<file path="config.mk">
export PLATFORM = sky130hd
export DESIGN_NAME = acceso_ctrl
export DESIGN_NICKNAME = d
export VERILOG_FILES = /design/src/rtl/acceso_ctrl.sv
export SDC_FILE = /design/constraint.sdc
export NUM_CORES = 1
export LEC_CHECK = 0
export CAP_MARGIN = 10
export CORE_MARGIN = 1
export CORE_UTILIZATION = 50
export CTS_BUF_LIST = sky130_fd_sc_hd__clkbuf_8
export DETAILED_ROUTE_END_ITERATION = 8
export MAX_ROUTING_LAYER = met4
export PLACE_DENSITY_LB_ADDON = 0.1
export SYNTH_ARGS = -nofsm -noshare
export SYNTH_HDL_FRONTEND = slang
export SYNTH_SLANG_ARGS = --single-unit
export TNS_END_PERCENT = 30
</file>
<file path="constraint.sdc">
create_clock -name clk -period 2.6 [get_ports clk]
set_input_delay 0.52 -clock clk [delete_from_list [all_inputs] [get_ports clk]]
set_output_delay 0.52 -clock clk [all_outputs]
set_load 0.02 [all_outputs]
</file>
<file path="src/rtl/acceso_ctrl.sv">
`timescale 1ns/1ps
// acceso_ctrl: door access sequencer. It takes an RFID tag as a UART byte
// stream, then a 4-digit keypad PIN, checks both against the authorised
// values and runs the door motor open/hold/close cycle with sensor feedback.
// Repeated failures lock the unit out for a while.
//
// Optional feature macro: ACC_KEYCLR_EN
//   defined   : key A clears the entered PIN digits, key B aborts to idle
//   undefined : keys A-F are ignored while entering the PIN
//
// Ports:
//   clk       in   system clock
//   Rst       in   synchronous active-high reset
//   RxDone    in   one-cycle strobe, RxData valid
//   RxData    in   received UART byte
//   key_valid in   one-cycle strobe on a debounced key press
//   key_num   in   key code (0-9 digits, A-F function keys)
//   sens      in   [0] door fully open, [1] door fully closed
//   mot       out  01 open, 10 close, 00 stop
//   msg       out  LCD message code
//   digits    out  PIN digits entered so far
//   busy      out  high whenever the sequencer is not idle
module acceso_ctrl #(
  parameter int unsigned TAG_LEN     = 4,
  parameter logic [63:0] AUTH_TAG    = 64'h0000_0000_1A2B_3C4D,
  parameter logic [15:0] AUTH_PIN    = 16'h1234,
  parameter int unsigned TIMEOUT_CYC = 500_000_000,
  parameter int unsigned MOVE_CYC    = 150_000_000,
  parameter int unsigned HOLD_CYC    = 250_000_000,
  parameter int unsigned LOCK_CYC    = 1_500_000_000,
  parameter int unsigned MAX_FAIL    = 3
) (
  input  logic       clk,
  input  logic       Rst,
  input  logic       RxDone,
  input  logic [7:0] RxData,
  input  logic       key_valid,
  input  logic [3:0] key_num,
  input  logic [1:0] sens,
  output logic [1:0] mot,
  output logic [3:0] msg,
  output logic [2:0] digits,
  output logic       busy
);

  localparam int unsigned TAG_W   = 8 * TAG_LEN;
  localparam int unsigned CNT_W   = $clog2(TAG_LEN + 1);
  localparam int unsigned FAIL_W  = $clog2(MAX_FAIL + 1);
  localparam int unsigned MAX_A   = (TIMEOUT_CYC > MOVE_CYC) ? TIMEOUT_CYC : MOVE_CYC;
  localparam int unsigned MAX_B   = (HOLD_CYC > LOCK_CYC) ? HOLD_CYC : LOCK_CYC;
  localparam int unsigned MAX_CYC = (MAX_A > MAX_B) ? MAX_A : MAX_B;
  localparam int unsigned TMR_W   = (MAX_CYC > 1) ? $clog2(MAX_CYC) : 1;

  // Timers count down from CYC-1 so a state lasts exactly CYC cycles.
  localparam logic [TMR_W-1:0] TMO_LD  = TMR_W'(TIMEOUT_CYC - 1);
  localparam logic [TMR_W-1:0] MOVE_LD = TMR_W'(MOVE_CYC - 1);
  localparam logic [TMR_W-1:0] HOLD_LD = TMR_W'(HOLD_CYC - 1);
  localparam logic [TMR_W-1:0] LOCK_LD = TMR_W'(LOCK_CYC - 1);

  typedef enum logic [3:0] {
    S_IDLE, S_TAG, S_PIN, S_CHECK, S_OPEN, S_HOLD, S_CLOSE, S_DENY, S_LOCK, S_FAULT
  } state_t;

  state_t            r_state, w_state_nxt;
  logic [TMR_W-1:0]  r_tmr, w_tmr_nxt;
  logic [TAG_W-1:0]  r_tag, w_tag_nxt, w_tag_in;
  logic [CNT_W-1:0]  r_byte_cnt, w_byte_cnt_nxt;
  logic              r_tag_ok, w_tag_ok_nxt, w_tag_match;
  logic [15:0]       r_pin, w_pin_nxt;
  logic [2:0]        r_digits, w_digits_nxt;
  logic [FAIL_W-1:0] r_fail_cnt, w_fail_nxt, w_fail_inc;
  logic [1:0]        r_mot, w_mot_nxt;
  logic [3:0]        r_msg, w_msg_nxt;
  logic              r_busy, w_busy_nxt;
  logic              w_digit_key;

  // First byte of a frame loads into an empty register, later bytes shift in.
  assign w_tag_in    = (r_state == S_IDLE) ? TAG_W'(RxData) : ((r_tag << 8) | TAG_W'(RxData));
  assign w_tag_match = (w_tag_in == AUTH_TAG[TAG_W-1:0]);
  assign w_fail_inc  = (r_fail_cnt < FAIL_W'(MAX_FAIL)) ? r_fail_cnt + FAIL_W'(1) : r_fail_cnt;
  assign w_digit_key = key_valid && (key_num <= 4'd9);

  // State register and datapath registers.
  always_ff @(posedge clk) begin
    if (Rst) begin
      r_state    <= S_IDLE;
      r_tmr      <= '0;
      r_tag      <= '0;
      r_byte_cnt <= '0;
      r_tag_ok   <= 1'b0;
      r_pin      <= '0;
      r_digits   <= '0;
      r_fail_cnt <= '0;
      r_mot      <= 2'b00;
      r_msg      <= 4'd0;
      r_busy     <= 1'b0;
    end else begin
      r_state    <= w_state_nxt;
      r_tmr      <= w_tmr_nxt;
      r_tag      <= w_tag_nxt;
      r_byte_cnt <= w_byte_cnt_nxt;
      r_tag_ok   <= w_tag_ok_nxt;
      r_pin      <= w_pin_nxt;
      r_digits   <= w_digits_nxt;
      r_fail_cnt <= w_fail_nxt;
      r_mot      <= w_mot_nxt;
      r_msg      <= w_msg_nxt;
      r_busy     <= w_busy_nxt;
    end
  end

  // Next-state, datapath updates and outputs decoded from the next state.
  always_comb begin
    w_state_nxt    = r_state;
    w_tmr_nxt      = (r_tmr != '0) ? r_tmr - TMR_W'(1) : r_tmr;
    w_tag_nxt      = r_tag;
    w_byte_cnt_nxt = r_byte_cnt;
    w_tag_ok_nxt   = r_tag_ok;
    w_pin_nxt      = r_pin;
    w_digits_nxt   = r_digits;
    w_fail_nxt     = r_fail_cnt;

    unique case (r_state)
      S_IDLE: begin
        if (RxDone) begin
          w_tag_nxt      = w_tag_in;
          w_byte_cnt_nxt = CNT_W'(1);
          w_tmr_nxt      = TMO_LD;
          if (TAG_LEN == 1) begin
            w_tag_ok_nxt = w_tag_match;
            w_state_nxt  = S_PIN;
          end else begin
            w_state_nxt  = S_TAG;
          end
        end
      end
      S_TAG: begin
        if (RxDone) begin
          w_tag_nxt      = w_tag_in;
          w_byte_cnt_nxt = r_byte_cnt + CNT_W'(1);
          w_tmr_nxt      = TMO_LD;
          if (r_byte_cnt + CNT_W'(1) == CNT_W'(TAG_LEN)) begin
            w_tag_ok_nxt = w_tag_match;
            w_state_nxt  = S_PIN;
          end
        end else if (r_tmr == '0) begin
          w_state_nxt  = S_IDLE;
          w_digits_nxt = '0;
        end
      end
      S_PIN: begin
        if (w_digit_key) begin
          w_pin_nxt    = {r_pin[11:0], key_num};
          w_digits_nxt = r_digits + 3'd1;
          w_tmr_nxt    = TMO_LD;
          if (r_digits == 3'd3) begin
            w_state_nxt = S_CHECK;
          end
        end
`ifdef ACC_KEYCLR_EN
        else if (key_valid && (key_num == 4'hA)) begin
          w_pin_nxt    = '0;
          w_digits_nxt = '0;
          w_tmr_nxt    = TMO_LD;
        end else if (key_valid && (key_num == 4'hB)) begin
          w_pin_nxt    = '0;
          w_digits_nxt = '0;
          w_state_nxt  = S_IDLE;
        end
`endif
        else if (r_tmr == '0) begin
          w_fail_nxt   = w_fail_inc;
          w_digits_nxt = '0;
          w_tmr_nxt    = HOLD_LD;
          w_state_nxt  = S_DENY;
        end
      end
      S_CHECK: begin
        if (r_tag_ok && (r_pin == AUTH_PIN)) begin
          w_fail_nxt  = '0;
          w_tmr_nxt   = MOVE_LD;
          w_state_nxt = S_OPEN;
        end else begin
          w_fail_nxt   = w_fail_inc;
          w_digits_nxt = '0;
          w_tmr_nxt    = HOLD_LD;
          w_state_nxt  = S_DENY;
        end
      end
      S_OPEN: begin
        // Both limit switches active at once means a broken sensor.
        if (sens == 2'b11) begin
          w_state_nxt = S_FAULT;
        end else if (sens[0]) begin
          w_tmr_nxt   = HOLD_LD;
          w_state_nxt = S_HOLD;
        end else if (r_tmr == '0) begin
          w_state_nxt = S_FAULT;
        end
      end
      S_HOLD: begin
        if (r_tmr == '0) begin
          w_tmr_nxt   = MOVE_LD;
          w_state_nxt = S_CLOSE;
        end
      end
      S_CLOSE: begin
        if (sens == 2'b11) begin
          w_state_nxt = S_FAULT;
        end else if (sens[1]) begin
          w_digits_nxt = '0;
          w_state_nxt  = S_IDLE;
        end else if (r_tmr == '0) begin
          w_state_nxt = S_FAULT;
        end
      end
      S_DENY: begin
        if (r_tmr == '0) begin
          w_digits_nxt = '0;
          if (r_fail_cnt >= FAIL_W'(MAX_FAIL)) begin
            w_tmr_nxt   = LOCK_LD;
            w_state_nxt = S_LOCK;
          end else begin
            w_state_nxt = S_IDLE;
          end
        end
      end
      S_LOCK: begin
        if (r_tmr == '0) begin
          w_fail_nxt   = '0;
          w_digits_nxt = '0;
          w_state_nxt  = S_IDLE;
        end
      end
      S_FAULT: begin
        w_state_nxt = S_FAULT;
      end
      default: begin
        w_state_nxt = S_FAULT;
      end
    endcase

    w_mot_nxt  = 2'b00;
    w_msg_nxt  = 4'd0;
    w_busy_nxt = (w_state_nxt != S_IDLE);
    unique case (w_state_nxt)
      S_IDLE:  w_msg_nxt = 4'd0;
      S_TAG:   w_msg_nxt = 4'd1;
      S_PIN:   w_msg_nxt = 4'd2;
      S_CHECK: w_msg_nxt = 4'd2;
      S_OPEN:  begin w_msg_nxt = 4'd3; w_mot_nxt = 2'b01; end
      S_HOLD:  w_msg_nxt = 4'd4;
      S_CLOSE: begin w_msg_nxt = 4'd5; w_mot_nxt = 2'b10; end
      S_DENY:  w_msg_nxt = 4'd6;
      S_LOCK:  w_msg_nxt = 4'd7;
      S_FAULT: w_msg_nxt = 4'd8;
      default: w_msg_nxt = 4'd8;
    endcase
  end

  assign mot    = r_mot;
  assign msg    = r_msg;
  assign digits = r_digits;
  assign busy   = r_busy;

endmodule
</file>
# --- Yosys cells after proc, flatten, opt, wreduce, memory -nomap -nowiden ---
# Index checks and enable logic that the tools add are counted.
word_totals:
  regBits: 91
  inputBits: 18
  output_inout_bits: 10
  elab_cells: 115
op_classes:
  addsub: 4
  magnitude_cmp: 3
  n_eq_ne: 30
  n_mux: 47
  n_bitwise: 1
  n_reduce_logical: 19
op_table:
  columns: ["cell", "n"]
  rows:
  - ["31-bit two-way mux", 9]
  - ["31-bit one-hot mux with 6 select lines", 1]
  - ["4-bit two-way mux", 15]
  - ["4-bit one-hot mux with 9 select lines", 1]
  - ["32-bit by 29-bit equality test with 1-bit output (second input constant)", 1]
  - ["4-bit by 3-bit equality test with 1-bit output (second input constant)", 8]
  - ["32-bit two-way mux", 1]
  - ["32-bit by 8-bit bitwise OR with 32-bit output", 1]
  - ["4-bit one-hot mux with 8 select lines", 1]
  - ["31-bit zero test", 1]
  - ["31-bit nonzero test", 1]
  - ["31-bit by 1-bit subtractor with 31-bit output (second input constant)", 1]
  - ["27-bit two-way mux", 1]
  - ["3-bit two-way mux", 8]
  - ["2-bit inequality test (second input constant)", 9]
  - ["16-bit by 13-bit equality test with 1-bit output (second input constant)", 1]
  - ["4-bit by 2-bit equality test with 1-bit output (second input constant)", 4]
  - ["3-bit one-hot mux with 5 select lines", 1]
  - ["2-bit two-way mux", 6]
  - ["4-bit by 1-bit equality test with 1-bit output (second input constant)", 2]
  - ["4-bit equality test (second input constant)", 2]
  - ["4-bit zero test", 2]
  - ["3-bit by 1-bit adder with 3-bit output (second input constant)", 2]
  - ["2-bit one-hot mux with 3 select lines", 1]
  - ["other kinds (19)", 24]

# --- Logic depth before layout (Yosys ltp) ---
# Gate-level depths: netlist of run 1.
logic_depth:
  ltp_word: 8
  mapped_depth: 12
  depth_no_buf: 12

# --- Least setup slack after synthesis of run 1 ---
# OpenSTA, ideal clock, no wires.
synth_path:
  path_type: "register to register"
  from: "register r_tmr[4]"
  to: "register r_tmr[0]"
  setup_time_ns: 0.120
  arrival_time_ns: 2.502
  required_ns: 2.480
  slack_ns: -0.022
  stages_incl_launch_ff: 12
  n_path_buf: 0
  period_less_slack_ns: 2.622
  cell_sequence: "dfxtp_1 > or4_1 > nor3_1 > and4_1 > nand2_1 > ha_1 > nor2_1 > nor2_1 > a21oi_1 > o311ai_0 > a211oi_1 > nor2_1"
synth_between:
  elab_chain_len: 5
  elab_cells_between_ends: 12
  classes_between: "mux: 10; reduce/logical: 2"
synth_rtl:
  columns: ["item", "line_no", "rtl"]
  rows:
  - ["from (decl)", "65", "logic [TMR_W-1:0] r_tmr, w_tmr_nxt;"]
  - ["from (signal assigned)", "99", "r_tmr <= w_tmr_nxt;"]
  - ["31-bit nonzero test", "115", "w_tmr_nxt = (r_tmr != '0) ? r_tmr - TMR_W'(1) : r_tmr;"]
  - ["31-bit two-way mux", "115", null]
  - ["31-bit two-way mux, on equally long branches", "220, 171, 194", null]
  - ["31-bit two-way mux, on equally long branches", "218, 152, 192", null]
  - ["31-bit one-hot mux with 6 select lines (*)", "123", "unique case (r_state)"]
# Every way passes the cells marked *; elsewhere a longest branch is shown, timed or not.
# A chain may end at the register's enable or synchronous reset.

# --- Worst setup path in the final report of run 1 ---
layout_path:
  from: "register r_tmr[24]"
  to: "register r_tmr[9]"
# The elaborated chain is that of the path after synthesis.

==> qor.txt, run 1 <==
CTS max path bufs: 2
Initial DRC Count: 454
Pwr per Cell Area: 477 nW/um^2
MaxCap Viol Count: 0
most frequent cells in the layout: nand2_1 (103), dfxtp_1 (88), a21oi_1 (82)
initial antenna violation count: 0
Mapped Area: 4850 um^2
worst path bufs/invs: 1
Cell variety after synth: 62
Total GRT Usage: 0.296
Synth area leaders: dfxtp_1 (38%), a21oi_1 (8.7%), nand2_1 (8.1%)
final setup violation count: 7
hpwl dp: 9870 um
most frequent cell on the critical path: or4_4
Hold Path Depth: 2
crit start category: register
final-report hold violation count: 0
Vias/cell: 5.95
peak supply drop: 0.265 mV
GP Congestion: 0.973
Starting Density: 0.520
Routed WL: 14000 um
CTS tree: yes
Pleak: 2.18 nW
cell depth of the worst setup path: 7
area grow syn2layout: 22.5%
Data arrival, critical path: 2930 ps
port bufs: 27
sequential share of the synthesized area: 0.376
failing checks: negative setup slack
Required @ worst endpoint: 2890 ps
antenna violation net count after detailed routing: 0
Core ar.: 9330 um^2
worst setup path class: register to register
number of synthesized register bits: 91
Synth Flop Type: dfxtp_1
critical path cell sequence: or4_4 > or4_4 > nor4_4 > buf_4 > o221ai_2 > or3b_1 > a221oi_2
RSZ-0062 raised after global routing: true
Top Family by Delay on Critical Path: simple AND/OR/NAND/NOR gates
Avg WL per Cell: 16.8 um
clock root buffer: clkbuf_8
num ports: 28
DRC: 0
pre-CTS setup slack: -147 ps
CP Max Fanout: 5
Worst Hold Class: register to register
Setup crit start: r_tmr[24]$_SDFF_PP0_
post-route clock period utilization: 1.02
Clk pin slew, worst setup/hold paths: 110 ps
Max-slew headroom: 0.439
post-layout worst setup margin: -40.4 ps
number of flops mapped to enable cells by yosys: 0
ANT cells: 0
top cell type's share of synthesized area: 0.376
leading cell type in the layout, fill and taps excluded: nand2_1
Design Power: 2.84 mW
Mapped Cells: 634
FF-to-FF path depth: 7
hold buffer count at CTS: 0
pin count of the biggest net entering global routing: 77
share of layout cells above drive strength 1: 0.164
first-pass GRT wire length: 22900 um
number of global-route vias before repair: 4594
worst-skew pair later-pin latency: 370 ps
Max Slew Vio Count: 0
chip width: 100 um
Final #Nets: 726
row cnt: 35
vias: 4967
Syn Area/Cell: 7.65 um^2
# clock sinks: 91
Final Skew: 11.4 ps
DIE HEIGHT: 100 um
worst hold path startpoint: r_tag[22]$_SDFFE_PP0P_
Worst-Margin Slew: 836 ps
Syn Nets: 659
first-pass iteration count of the detailed router: 7
CTS Buf Count: 9
Fin Setup TNS: -136 ps
slowest CP cell: or4_4
final critical-path required period: 2640 ps
Yosys warnings: 0
Max H-tree Level: 3
async set or reset register ratio after synthesis: 0
CP max stage delay: 540 ps
worst reg2reg path startpoint: r_tmr[24]$_SDFF_PP0_
Max Clk Rate: 0.379 GHz
DIE AREA: 10100 um^2
status: finished with violations
area leader, netlist: dfxtp_1
Overflow after GRT: 0
nature of the critical path endpoint: register
-- where the power goes --
group	total, mW	internal (mW)	switching (mW)
registers	1.48	1.44	0.0415
clock network	0.947	0.371	0.576
logic	0.410	0.177	0.233
-- worst min-delay path: cells and delay by family, from the launching register on --
| family | cells | cell delay [ps] |
|---|---|---|
| flops | 1 | 320 |
| simple gates | 1 | 50 |
| compound gates | 1 | 50 |
-- flip-flops by register name, summed over array words and instances, names as in the netlist, 3 cells and up --
name,flops
r_state,4
r_tag,24
r_pin,16
msg,4
digits,3
r_byte_cnt,3
r_tmr,31
-- cells by family (layout without fill, tap and decap cells) --
| logic type | Yosys count | after routing | synth area share |
|---|---|---|---|
| compound gates | 167 | 168 | 0.209 |
| xor+xnor | 27 | 27 | 0.0488 |
| buf+inv | 44 | 115 | 0.0353 |
| simple gates | 297 | 297 | 0.311 |
| fa+ha+maj | 8 | 8 | 0.0201 |
| flops | 91 | 91 | 0.376 |
-- layout make-up --
class | instances | area, um^2
Clock buffer | 9 | 124
Clock inverter | 7 | 65.1
Fill cell | 881 | 3390
Inverter | 8 | 30.0
Multi-Input combinational cell | 500 | 2970
Sequential cell | 91 | 1830
Tap cell | 129 | 161
Timing Repair Buffer | 91 | 769
-- routing by layer --
metal / wire, um / track usage / vias up
met5: 0 / - / -
met2: 6510 / 0.465 / 189
met1: 6450 / 0.402 / 2331
met4: 231 / 0.0936 / 0
li1: - / - / 2423
met3: 810 / 0.0291 / 24
-- timing repair --
| item | CTS | global route |
|---|---|---|
| endpoints found under the setup margin | 10 | 30 |
| gates resized for setup | 3 | 27 |
| buffers inserted | 1 | 2 |
| cloned | 0 | 1 |
| pin swaps | 0 | 11 |
-- cell usage after synthesis (7+ instances only) --
| cell | n |
|---|---|
| nand2_1 | 105 |
| dfxtp_1 | 91 |
| a21oi_1 | 84 |
| nor2_1 | 53 |
| nand3_1 | 32 |
| o21ai_0 | 27 |
| clkbuf_1 | 26 |
| nor3_1 | 20 |
| xor2_1 | 18 |
| nor4_1 | 14 |
| a31oi_1 | 10 |
| a211oi_1 | 9 |
| nand4_1 | 9 |
| xnor2_1 | 9 |
| buf_1 | 7 |
| ha_1 | 7 |
-- metrics by stage --
stage | cells | area (um^2) | utilization | hold slack (ps)
2_1_floorplan | 634 | 4850 | - | 426
3_3_place_gp | 815 | 5620 | 0.602 | 434
3_5_place_dp | 815 | 5620 | 0.602 | 441
4_1_cts | 832 | 5820 | 0.624 | 453
5_1_grt | 835 | 5940 | 0.637 | 476
6_report | 835 | 5940 | 0.637 | 452
-- path summary, 6_finish.rpt --
| path | endpoint | slack [ps] |
|---|---|---|
| max | r_tmr[9]$_SDFF_PP0_ | -40 |
| min | r_tag[22]$_SDFFE_PP0P_ | 450 |
| max reg2reg | r_tmr[9]$_SDFF_PP0_ | -40 |
| min reg2reg | r_tag[22]$_SDFFE_PP0P_ | 450 |
Note: power is estimated with default switching activity, not from simulation.
==> run 2: changes to the inputs <==
--- a/config.mk
+++ b/config.mk
@@ -7,5 +7,4 @@
 export LEC_CHECK = 0
 export CAP_MARGIN = 10
-export CORE_MARGIN = 1
 export CORE_UTILIZATION = 50
 export CTS_BUF_LIST = sky130_fd_sc_hd__clkbuf_8
==> constraint.sdc (replaced) <==
create_clock -name clk -period 2.6 [get_ports clk]
set_input_delay 0.52 -clock clk [delete_from_list [all_inputs] [get_ports clk]]
set_output_delay 0.52 -clock clk [all_outputs]
set_load 0.1 [all_outputs]
==> run 2 against run 1 <==
The run still ends with negative setup slack left; via count up 2.9%; non-clock buffer count up 12; cell area up 2.5%; hold slack worse by 0.60 ps; wire length up 3.0%; combinational power up 13%; fmax up 0.13%.
==> qor.txt, run 2 (synthesized netlist as in run 1, its figures left out) <==
vias: 5110 (was 4967)
r2r setup slk: -40 ps (about the same)
max FFs per register: 31 (unchanged)
most frequent cells in the layout: nand2_1 (103), dfxtp_1 (86), a21oi_1 (80) (was nand2_1 (103), dfxtp_1 (88), a21oi_1 (82))
antenna violation net count after detailed routing: 0 (unchanged)
Largest Register: r_tmr (unchanged)
Data arrival, critical path: 2920 ps (was 2930 ps)
first-pass GRT wire length: 23300 um (was 22900 um)
clock root buffer: clkbuf_8 (unchanged)
crit start category: register (unchanged)
nature of the critical path endpoint: register (unchanged)
Final Skew: 15.2 ps (was 11.4 ps)
Overflow after GRT: 0 (unchanged)
Initial DRC Count: 437 (was 454)
MaxCap Viol Count: 0 (unchanged)
row cnt: 35 (unchanged)
Vias/cell: 6.04 (was 5.95)
DIE HEIGHT: 100 um (unchanged)
worst reg2reg path startpoint: r_tmr[8]$_SDFF_PP0_ (was r_tmr[24]$_SDFF_PP0_)
Setup crit start: r_tmr[8]$_SDFF_PP0_ (was r_tmr[24]$_SDFF_PP0_)
DRC: 0 (unchanged)
worst-skew pair later-pin latency: 370 ps (about the same)
Starting Density: 0.520 (unchanged)
DIE AREA: 10100 um^2 (unchanged)
failing checks: negative setup slack (unchanged)
hold buffer count at CTS: 0 (unchanged)
Avg WL per Cell: 17.0 um (was 16.8 um)
Max H-tree Level: 3 (unchanged)
final setup violation count: 6 (was 7)
final-report hold violation count: 0 (unchanged)
Pwr per Cell Area: 483 nW/um^2 (was 477 nW/um^2)
Final #Nets: 737 (was 726)
CTS max path bufs: 2 (unchanged)
post-route clock period utilization: 1.01 (was 1.02)
Required @ worst endpoint: 2880 ps (was 2890 ps)
area grow syn2layout: 25.5% (was 22.5%)
Core ar.: 9330 um^2 (unchanged)
Routed WL: 14400 um (was 14000 um)
hold path endpoint: r_tag[23]$_SDFFE_PP0P_ (was r_tag[22]$_SDFFE_PP0P_)
leading cell type in the layout, fill and taps excluded: nand2_1 (unchanged)
pin count of the biggest net entering global routing: 77 (unchanged)
port bufs: 27 (unchanged)
CTS Buf Count: 9 (unchanged)
Largest regs: r_tmr (31), r_tag (24), r_pin (16) (unchanged)
ANT cells: 0 (unchanged)
final critical-path required period: 2640 ps (about the same)
FF-to-FF path depth: 10 (was 7)
# clock sinks: 91 (unchanged)
share of layout cells above drive strength 1: 0.204 (was 0.164)
Critical R2R Capture: msg[1]$_SDFF_PP0_ (was r_tmr[9]$_SDFF_PP0_)
Total GRT Usage: 0.303 (was 0.296)
number of global-route vias before repair: 4722 (was 4594)
final core occ: 0.653 (was 0.637)
CTS tree: yes (unchanged)
chip width: 100 um (unchanged)
worst hold path startpoint: r_tag[23]$_SDFFE_PP0P_ (was r_tag[22]$_SDFFE_PP0P_)
Hold Path Depth: 2 (unchanged)
post-layout worst setup margin: -37.0 ps (was -40.4 ps)
Clk pin slew, worst setup/hold paths: 100 ps (was 110 ps)
status: finished with violations (unchanged)
Worst Hold Class: register to register (unchanged)
CP Max Fanout: 7 (was 5)
hpwl dp: 9980 um (was 9870 um)
worst setup path class: register to register (unchanged)
Max Clk Rate: 0.379 GHz (about the same)
initial antenna violation count: 0 (unchanged)
Max Slew Vio Count: 0 (unchanged)
GP Congestion: 0.971 (was 0.973)
peak supply drop: 0.295 mV (was 0.265 mV)
Worst-Margin Slew: 699 ps (was 836 ps)
Max-slew headroom: 0.532 (was 0.439)
RSZ-0062 raised after global routing: true (unchanged)
WHS: 451 ps (was 452 ps)
first-pass iteration count of the detailed router: 6 (was 7)
num ports: 28 (unchanged)
Pleak: 2.28 nW (was 2.18 nW)
[run 2: cell type report]
class,instances,area [um^2]
fill,847,3240
tap,129,161
clock inverter,7,75.1
timing repair buffer,103,866
multi-input combinational,499,3000
sequential,91,1830
clock buffer,9,124
inverter,8,30.0
[run 2: critical path, cell delays in order, from the launching register on]
cell and delay (ps):
dfxtp_2 360, or4_4 580, nor3b_4 300, nand4_4 160, buf_4 200, a211oi_1 210, buf_4 160, o21ai_4 80
buf_6 130, o211a_1 200, nor3_1 160
[run 2: report_power, final]
part / leakage (nW) / internal (mW) / switching (mW)
Combinational: 1.43 / 0.203 / 0.260
Sequential: 0.745 / 1.44 / 0.0420
Clock: 0.0981 / 0.452 / 0.546
[run 2: worst max-delay path by stage]
| stage | end | cells after the start |
|---|---|---|
| after floorplan | r_tmr[0]$_SDFF_PP0_ | 11 |
| after CTS | r_tmr[9]$_SDFF_PP0_ | 7 |
| after detailed placement | r_tmr[29]$_SDFF_PP0_ | 7 |
| after global placement | r_tmr[29]$_SDFF_PP0_ | 7 |
| after global routing | msg[1]$_SDFF_PP0_ | 10 |
| final | msg[1]$_SDFF_PP0_ | 10 |
[run 2: through the flow]
| step | cell area, um^2 | worst slack (ps) | TNS, ps | total power, mW | cells |
|---|---|---|---|---|---|
| 5_1_grt | 6090 | -144 | -1540 | 3.05 | 846 |
| 2_1_floorplan | 4850 | 51.5 | 0 | 1.76 | 634 |
| 3_5_place_dp | 5610 | -222 | -1950 | 1.91 | 816 |
| 6_report | 6090 | -37.0 | -156 | 2.94 | 846 |
| 4_1_cts | 5950 | -106 | -686 | 2.92 | 842 |
| 3_3_place_gp | 5610 | -136 | -721 | 1.90 | 816 |
[run 2: metal layers]
metal | share of wire | GRT usage
met1 | 0.43 | 0.392
met2 | 0.48 | 0.481
met3 | 0.071 | 0.0513
met4 | 0.022 | 0.100
met5 | 0 | -
[run 2: what timing repair did]
| item | 4_1_cts | 5_1_grt |
|---|---|---|
| endpoints found under the setup margin | 19 | 37 |
| gates resized for setup | 18 | 29 |
| pin swaps | 12 | 19 |
| buffers inserted | 10 | 5 |
